## src/rtl/key_req_pkg.sv

```systemverilog
// Shared types and constants for the pushbutton request-pulse path.
// Imported by key_req_pulse and anything that decodes its debounce state.
package key_req_pkg;

    typedef enum logic [2:0] {
        RELEASED,
        PRESS_WAIT,
        HELD,
        REPEAT,
        RELEASE_WAIT
    } state_t;

    localparam int DROP_CNT_W = 8;
    localparam logic [DROP_CNT_W-1:0] DROP_CNT_MAX = DROP_CNT_W'(255);

endpackage

```

## src/rtl/bit_sync2.sv

```systemverilog
// Two-flop synchroniser for a single asynchronous input bit.
// RESET_VALUE sets the idle level the flops hold while in reset.
module bit_sync2 #(
    parameter logic RESET_VALUE = 1'b1
) (
    input  logic clock_50mhz,
    input  logic reset,
    input  logic d,
    output logic q
);

    logic meta;

    // NOTE: sequential state uses non-blocking (<=) so meta and q update together and form a real 2-stage shift.
    always_ff @(posedge clock_50mhz or posedge reset) begin
        if (reset) begin
            meta <= RESET_VALUE;
            q    <= RESET_VALUE;
        end else begin
            meta <= d;
            q    <= meta;
        end
    end

endmodule

```

## src/rtl/key_req_pulse.sv

```systemverilog
// Debounces one active-low pushbutton into single-cycle FIFO request pulses,
// with optional auto-repeat, request suppression while blocked and a drop counter.
module key_req_pulse
    import key_req_pkg::*;
#(
    parameter int unsigned DEBOUNCE_CYCLES = 1000000,
    parameter int unsigned HOLD_CYCLES     = 25000000,
    parameter int unsigned REPEAT_CYCLES   = 5000000,
    parameter int unsigned REPEAT_EN       = 1,
    parameter int unsigned CNT_W           = 25
) (
    input  logic                  clock_50mhz,
    input  logic                  reset,
    input  logic                  key_n,
    input  logic                  block,
    output logic                  req_pulse,
    output logic                  drop_pulse,
    output logic                  key_level,
    output logic [DROP_CNT_W-1:0] drop_count
);

    localparam logic [CNT_W-1:0] DEB_LAST  = CNT_W'(DEBOUNCE_CYCLES - 1);
    localparam logic [CNT_W-1:0] HOLD_LAST = CNT_W'(HOLD_CYCLES - 1);
    localparam logic [CNT_W-1:0] REP_LAST  = CNT_W'(REPEAT_CYCLES - 1);
    localparam logic [CNT_W-1:0] CNT_ONE   = CNT_W'(1);

    logic             key_s;
    state_t           state, state_next;
    logic [CNT_W-1:0] timer, timer_next;
    logic             level_next;
    logic             fire;

    bit_sync2 #(.RESET_VALUE(1'b1)) u_key_sync (
        .clock_50mhz (clock_50mhz),
        .reset       (reset),
        .d           (key_n),
        .q           (key_s)
    );

    // NOTE: every always_comb output is given a default first so no path can leave it unassigned (no latch).
    always_comb begin
        state_next = state;
        timer_next = timer;
        level_next = key_level;
        fire       = 1'b0;
        case (state)
            RELEASED: begin
                if (!key_s) begin
                    state_next = PRESS_WAIT;
                    timer_next = '0;
                end
            end
            PRESS_WAIT: begin
                if (key_s) begin
                    state_next = RELEASED;
                end else if (timer == DEB_LAST) begin
                    state_next = HELD;
                    timer_next = '0;
                    level_next = 1'b1;
                    fire       = 1'b1;
                end else begin
                    timer_next = timer + CNT_ONE;
                end
            end
            HELD: begin
                if (key_s) begin
                    state_next = RELEASE_WAIT;
                    timer_next = '0;
                end else if (REPEAT_EN != 0 && timer == HOLD_LAST) begin
                    state_next = REPEAT;
                    timer_next = '0;
                    fire       = 1'b1;
                end else if (timer != HOLD_LAST) begin
                    // Parks at HOLD_LAST when repeat is off rather than wrapping.
                    timer_next = timer + CNT_ONE;
                end
            end
            REPEAT: begin
                if (key_s) begin
                    state_next = RELEASE_WAIT;
                    timer_next = '0;
                end else if (timer == REP_LAST) begin
                    timer_next = '0;
                    fire       = 1'b1;
                end else begin
                    timer_next = timer + CNT_ONE;
                end
            end
            RELEASE_WAIT: begin
                if (!key_s) begin
                    state_next = HELD;
                    timer_next = '0;
                end else if (timer == DEB_LAST) begin
                    state_next = RELEASED;
                    timer_next = '0;
                    level_next = 1'b0;
                end else begin
                    timer_next = timer + CNT_ONE;
                end
            end
            default: begin
                state_next = RELEASED;
                timer_next = '0;
            end
        endcase
    end

    always_ff @(posedge clock_50mhz or posedge reset) begin
        if (reset) begin
            state      <= RELEASED;
            timer      <= '0;
            key_level  <= 1'b0;
            req_pulse  <= 1'b0;
            drop_pulse <= 1'b0;
            drop_count <= '0;
        end else begin
            state      <= state_next;
            timer      <= timer_next;
            key_level  <= level_next;
            req_pulse  <= fire & ~block;
            drop_pulse <= fire & block;
            if (fire && block && drop_count != DROP_CNT_MAX) begin
                drop_count <= drop_count + 1'b1;
            end
        end
    end

endmodule

```

## config.mk

```make
export PLATFORM = sky130hd
export DESIGN_NAME = key_req_pulse
export DESIGN_NICKNAME = d
export VERILOG_FILES = /design/src/rtl/key_req_pkg.sv /design/src/rtl/bit_sync2.sv /design/src/rtl/key_req_pulse.sv
export SDC_FILE = /design/constraint.sdc
export NUM_CORES = 1
export LEC_CHECK = 0
export CAP_MARGIN = 20
export CORE_UTILIZATION = 58
export DETAILED_ROUTE_END_ITERATION = 6
export GPL_TIMING_DRIVEN = 0
export PLACE_DENSITY = 0.75
export SYNTH_ARGS = -nofsm -noshare
export SYNTH_HDL_FRONTEND = slang
export SYNTH_SLANG_ARGS = --single-unit
```

## constraint.sdc

```tcl
create_clock -name clock_50mhz -period 3.3 [get_ports clock_50mhz]
set_input_delay 0.66 -clock clock_50mhz [delete_from_list [all_inputs] [get_ports clock_50mhz]]
set_output_delay 0.66 -clock clock_50mhz [all_outputs]
set_load 0.03 [all_outputs]
```

==> results of run 1 <==
[how the worst max path moves through the flow]
stage                          from  slack (ns)  cells after the start   endpoint
after floorplan           timer[15]        0.89                      8  timer[13]
final                      timer[7]        0.70                      8  timer[18]
after global routing       timer[1]        0.45                      7  timer[24]
after global placement     timer[6]        0.71                      8  timer[15]
after CTS                  timer[6]        0.68                      8  timer[18]
after detailed placement   timer[6]        0.69                      8  timer[18]
[cell families (layout without fill, tap and decap cells)]
family          after synthesis  in the layout  share of synthesized area, %
simple gates                124            124                          31.3
flops                        41             41                          45.0
xor+xnor                     24             24                          9.21
compound gates               23             23                          8.82
buf+inv                      14             36                          3.56
fa+ha+maj                     2              2                          1.10
mux                           2              2                         0.986
[per-stage QoR]
step	instance area [sq um]	utilization, %
finish	2600	70.0
CTS	2600	70.0
global route	2600	70.0
floorplan	2280	-
global placement	2480	66.8
detailed placement	2480	66.8
[final cells by class]
cell class	count	area, sq um	area share [%]
clock inverters	1	30.0	1.15
multi-input cells	175	1170	45.1
repair buffers	14	140	5.39
flip-flops and latches	41	1030	39.6
clock buffers	7	86.3	3.32
plain buffers	10	66.3	2.55
well taps	48	60.1	2.31
inverters	4	15.0	0.577
[Yosys cell counts, drive strengths merged, types with 2 or more instances]
library cell | n | area [sq um]
nor2 | 27 | 126
ha | 2 | 25.0
nor3 | 9 | 45.0
nand4 | 12 | 75.1
inv | 4 | 15.0
and2 | 2 | 15.0
nor2b | 4 | 25.0
dfrtp | 39 | 976
xnor2 | 12 | 105
nand2 | 18 | 67.6
nand3b | 6 | 45.0
a21oi | 5 | 25.0
nor4 | 7 | 43.8
and4 | 5 | 43.8
clkbuf | 7 | 26.3
o21ai | 4 | 20.0
dfstp | 2 | 52.6
nand2b | 6 | 37.5
a2bb2oi | 4 | 52.6
a21o | 2 | 15.0
buf | 3 | 40.0
a22o | 2 | 17.5
or4 | 3 | 26.3
o22ai | 2 | 18.8
xor2 | 12 | 105
nand3 | 11 | 55.1
mux2 | 2 | 22.5
and3 | 3 | 18.8
or3 | 5 | 31.3
[power groups by stage]
stage	Sequential [uW]	Clock (uW)	Combinational (uW)
after floorplan	523	0	36.2
after global placement	523	0	49.2
after detailed placement	524	0	50.0
after CTS	514	431	50.2
after global routing	515	449	56.1
final	514	418	48.9
[flip-flops by register name (all words and copies together), names as in the netlist]
register,count
timer,25
u_key_sync.meta,1
drop_pulse,1
u_key_sync.q,1
drop_count,8
key_level,1
req_pulse,1
state,3
[per-layer routing]
metal | vias up | share of wire (%)
met3 | 7 | 4.3
met5 | - | 0
met1 | 840 | 48
li1 | 865 | -
met4 | 0 | 1.4
met2 | 35 | 46
==> impl_metrics.py, run 1 <==
metrics = {
    "setup_path": {
        "cp_max_fo": 10,
        "path_buf_inv": 2,
        "crit_arrival_ns": 2.79,
        "worstSetupPathType": "register to register",
        "cpPeakStageDelay_ns": 0.58,
        "slowest_stage": "or4_4",
        "crit_chain": "or4b_4 -> or4_4 -> o32ai_4 -> a2bb2oi_4 -> and2_4 -> buf_8 -> buf_12 -> nor2_2",
        "cp-end-kind": "register",
        "r2r.worst_path.cells": 8,
        "r2r_end": "timer[18]",
        "required_ns": 3.49,
        "r2r_slack_ns": 0.70,
        "cp_top_family": "simple AND/OR/NAND/NOR gates",
        "start_kind": "register",
        "r2r_start": "timer[7]",
    },
    "timing": {
        "skew_ns": 0.00790,
        "worst-slew-pin-transition_ns": 0.970,
        "timing.final.max_slew_violations": 0,
        "final_hold_viol_count": 0,
        "min_period_over_period_pct": 78.9,
        "post-route-worst-setup-slack_ns": 0.697,
        "rsz0062_at_grt": "false",
        "post-route-min-period_ns": 2.60,
        "fin_setup_tns_ns": 0,
        "hold_slack_ns": 0.359,
        "fmax_mhz": 384,
        "maxSlewHeadroom_pct": 34.7,
        "setup_viol": 0,
    },
    "power": {
        "p_switching_uw": 207,
        "max-vdd-ir-drop_v": 0.000322,
        "switching_share_pct": 21.1,
        "power.leakage_uw": 0.00104,
        "internal_power_uw": 774,
        "power.share.clock_pct": 42.6,
        "power_density_nw_per_um2": 377,
        "seqPwrFrac_pct": 52.4,
        "finalPower_uw": 981,
        "combPwrFrac_pct": 5.0,
    },
    "min_path": {
        "hold_path_class": "register to register",
        "hold_end": "u_key_sync.q",
        "min_path_cells": 0,
        "worstHoldStart": "u_key_sync.meta",
    },
    "floorplanning": {
        "num_rows": 22,
        "die-area_sq_um": 4190,
        "core_sq_um": 3720,
        "ios": 15,
        "die_h_microns": 64.7,
        "die_x_microns": 64.7,
        "initial_core_util_pct": 61.4,
    },
    "placed_design": {
        "pre_cts_slack_ns": 0.688,
        "routabilityCongestion": 0.794,
        "dp_hpwl_mm": 3.22,
        "io_buffer_count": 14,
        "dp.cells": 292,
    },
    "layout": {
        "syn_to_final_growth_pct": 13.9,
        "final_cell_mix": "dfrtp_1, nand2_1, nor2_1",
        "fin_cells": 300,
        "drive_gt1_share_pct": 13.1,
        "n_fill_cell": 277,
        "layout_commonest_cell": "dfrtp_1",
        "n_antenna_cell": 0,
        "fin_nets": 257,
    },
    "global_routing": {
        "grt_max_degree": 42,
        "met1_usage_pct": 32.8,
        "gr-usage-met2_pct": 38.3,
        "top_usage_layer": "met2",
        "antenna_found_initial": 0,
        "grt_pass1_wl_mm": 7.80,
        "grt_pass1_vias": 1681,
        "overflow": 0,
        "grt_usage_pct": 24.8,
        "use_met3_pct": 4.75,
    },
    "yosys": {
        "ys_seq_area_share_pct": 45.0,
        "postSynthAreaPerCell_sq_um": 9.93,
        "synth_enable_flop_cells": 0,
        "async_reset_ff_share_pct": 100,
        "synth.distinct_cells": 46,
        "syn-cell-area_sq_um": 2280,
        "syn_nets": 236,
        "ys.flop_type": "dfrtp_1",
        "synth_seq_cells": 41,
        "syn_inst": 230,
        "yosys_warnings": 0,
    },
    "routing": {
        "final_antenna_net_count": 0,
        "wl_per_cell_microns": 15.1,
        "drtIter0Drc": 118,
        "remaining_drc_errors": 0,
        "vias": 1747,
        "wl_mm": 4.53,
        "dr.pass1.iters": 4,
        "avgViaCountPerCell": 5.82,
    },
    "clock_tree": {
        "cts_tree": "built",
        "clk_latency_ns": 0.30,
        "ctsHoldBuffers": 0,
        "ctsResizeCount": 0,
        "ctsHtreeMaxLevel": 2,
        "clk_path_buf_depth": 2,
        "clk_pin_slew_ns": 0.08,
        "cts-root-buf": "clkbuf_8",
        "clkSinkCount": 41,
        "postCtsSetupBuffers": 0,
        "numCtsBuffers": 5,
    },
    "outcome": {
        "status": "finished, final reports clean",
    },
    "flow_run": {
        "drv_cap": 0,
    },
}
No activity file was read; power rests on OpenSTA's default activity.
==> run 2: changes to the inputs <==
- clock period: 3.3 -> 2.4 ns (I/O delays scaled with it)
==> run 2 against run 1 <==
Compared with the run above: the flow now finishes with violations (setup timing); wire length increased by 5.6%; combinational power increased by 57%; power increased by 25%; first-iteration DRC count increased by 20%; register-to-register slack got worse by 0.74 ns; die area unchanged; clock-buffer cell count decreased by 1; critical path depth decreased by 2; sequential share of layout area decreased by 2.1 points; worst hold slack improved by 0.0025 ns; worst setup slack got worse by 0.74 ns; maximum frequency increased by 6.5%; highest routed layer unchanged.
==> impl_metrics.py, run 2 (synthesized netlist as in run 1, its figures left out) <==
metrics = {
    "routing": {
        "dr.pass1.iters": 6,
        "wl_per_cell_microns": 15.5,
        "vias": 1814,
        "avgViaCountPerCell": 5.89,
        "wl_mm": 4.78,
        "final_antenna_net_count": 0,
        "remaining_drc_errors": 0,
        "drtIter0Drc": 142,
    },
    "timing": {
        "setup_viol": 15,
        "rsz0062_at_grt": "true",
        "timing.final.max_slew_violations": 0,
        "worst-slew-pin-transition_ns": 0.830,
        "min_period_over_period_pct": 102,
        "fmax_mhz": 409,
        "final_hold_viol_count": 0,
        "post-route-worst-setup-slack_ns": -0.0431,
        "maxSlewHeadroom_pct": 44.6,
        "hold_slack_ns": 0.362,
        "post-route-min-period_ns": 2.44,
        "skew_ns": 0.00708,
    },
    "setup_path": {
        "r2r.worst_path.cells": 6,
        "cp_top_family": "simple AND/OR/NAND/NOR gates",
        "cp-end-kind": "register",
        "path_depth": 6,
        "crit_arrival_ns": 2.64,
        "slowest_stage": "or4b_4",
        "required_ns": 2.59,
        "cp_max_fo": 7,
        "start_kind": "register",
        "worstSetupPathType": "register to register",
        "r2r_slack_ns": -0.04,
        "cpPeakStageDelay_ns": 0.59,
        "crit_chain": "or4b_4 -> or4_4 -> buf_4 -> a2bb2oi_1 -> o22ai_4 -> mux2_2",
        "path_buf_inv": 1,
    },
    "clock_tree": {
        "clkSinkCount": 41,
        "ctsHtreeMaxLevel": 2,
        "cts-root-buf": "clkbuf_8",
        "numCtsBuffers": 5,
        "clk_pin_slew_ns": 0.08,
        "clk_latency_ns": 0.30,
        "cts_tree": "built",
        "clk_path_buf_depth": 2,
    },
    "floorplanning": {
        "die_h_microns": 64.7,
        "die-area_sq_um": 4190,
        "num_rows": 22,
        "initial_core_util_pct": 61.4,
        "ios": 15,
        "die_x_microns": 64.7,
        "core_sq_um": 3720,
    },
    "global_routing": {
        "grt_pass1_wl_mm": 7.69,
        "grt_usage_pct": 24.6,
        "grt_pass1_vias": 1691,
        "overflow": 0,
        "antenna_found_initial": 0,
        "grt_max_degree": 42,
    },
    "power": {
        "power_density_nw_per_um2": 446,
        "max-vdd-ir-drop_v": 0.000345,
        "power.leakage_uw": 0.00109,
    },
    "layout": {
        "final_cell_mix": "dfrtp_1, nand2_1, nor2_1",
        "drive_gt1_share_pct": 20.8,
        "syn_to_final_growth_pct": 20.5,
        "reg_top3": "timer (25), drop_count (8), state (3)",
        "final_core_util_pct": 74.0,
        "largest_reg_flops": 25,
        "top_register": "timer",
        "n_antenna_cell": 0,
        "fin_nets": 265,
        "postLayoutCellArea_sq_um": 2750,
        "layout_commonest_cell": "dfrtp_1",
    },
    "placed_design": {
        "dpl_cell_area_sq_um": 2480,
        "routabilityCongestion": 0.794,
        "io_buffer_count": 14,
        "pre_cts_slack_ns": -0.184,
        "dp_hpwl_mm": 3.13,
    },
    "flow_run": {
        "drv_cap": 0,
    },
    "outcome": {
        "status": "complete, but fails checks",
        "violations": "setup timing",
    },
    "min_path": {
        "hold_path_class": "register to register",
        "min_path_cells": 0,
    },
}
## run 2: cell count changes in the layout (fill, tap and decap cells not counted), moves of 2 or more
cell	delta
nor4_1	-2
clkinv_2	+2
nor3_1	-2
nor2_4	+5
nor2_2	-4
nor4_2	+2
buf_4	+8
## run 2: layer usage
layer / vias to the layer above / GRT usage, % / share of wire (%)
met4: 0 / 9.44 / 1.7
met3: 11 / 7.04 / 4.0
met5: - / 0 / 0
met2: 39 / 37.1 / 45
met1: 881 / 33.3 / 49
li1: 883 / - / -
## run 2: path summary, 6_finish.rpt
| kind | start | endpoint |
|---|---|---|
| min in group asynchronous | reset | drop_count[1] |
| setup / recovery | timer[6] | drop_count[1] |
| hold / removal | u_key_sync.meta | u_key_sync.q |
| setup reg to reg | timer[6] | drop_count[1] |
| hold reg to reg | u_key_sync.meta | u_key_sync.q |
| max in group asynchronous | reset | timer[10] |
## run 2: repair_timing
action                     4_1_cts  5_1_grt
setup endpoints to repair       23       17
cloned                           0        1
hold buffers                     0        0
buffers inserted                 6        3
pin swaps                        3        9
resized for setup                7       15
## run 2: worst reg2reg max path, stage by stage (launching register included)
cell and delay, ns:
dfrtp_1 0.38, or4b_4 0.59, or4_4 0.46, buf_4 0.15
a2bb2oi_1 0.15, o22ai_4 0.23, mux2_2 0.37
## run 2: power breakdown
part / internal (uW) / switching (uW) / total [uW] / leakage [uW]
clock network: 202 / 241 / 442 / 0.0000450
registers: 700 / 6.62 / 707 / 0.000560
logic: 29.4 / 47.3 / 76.7 / 0.000489
## run 2: cell type report
type | instances | area [sq um]
buffer | 8 | 47.5
clock buffer | 6 | 72.6
clock inverter | 2 | 10.0
fill | 272 | 965
inverter | 4 | 15.0
multi-input combinational | 175 | 1280
sequential | 41 | 1030
tap | 48 | 60.1
timing repair buffer | 24 | 236
## run 2: metrics by stage
stage          TNS (ns)  cells  power (uW)
4_1_cts          -0.579    306        1220
5_1_grt           -1.35    308        1270
6_report         -0.291    308        1230
3_3_place_gp      -1.51    292         787
3_5_place_dp      -2.44    292         788
2_1_floorplan         0    230         768
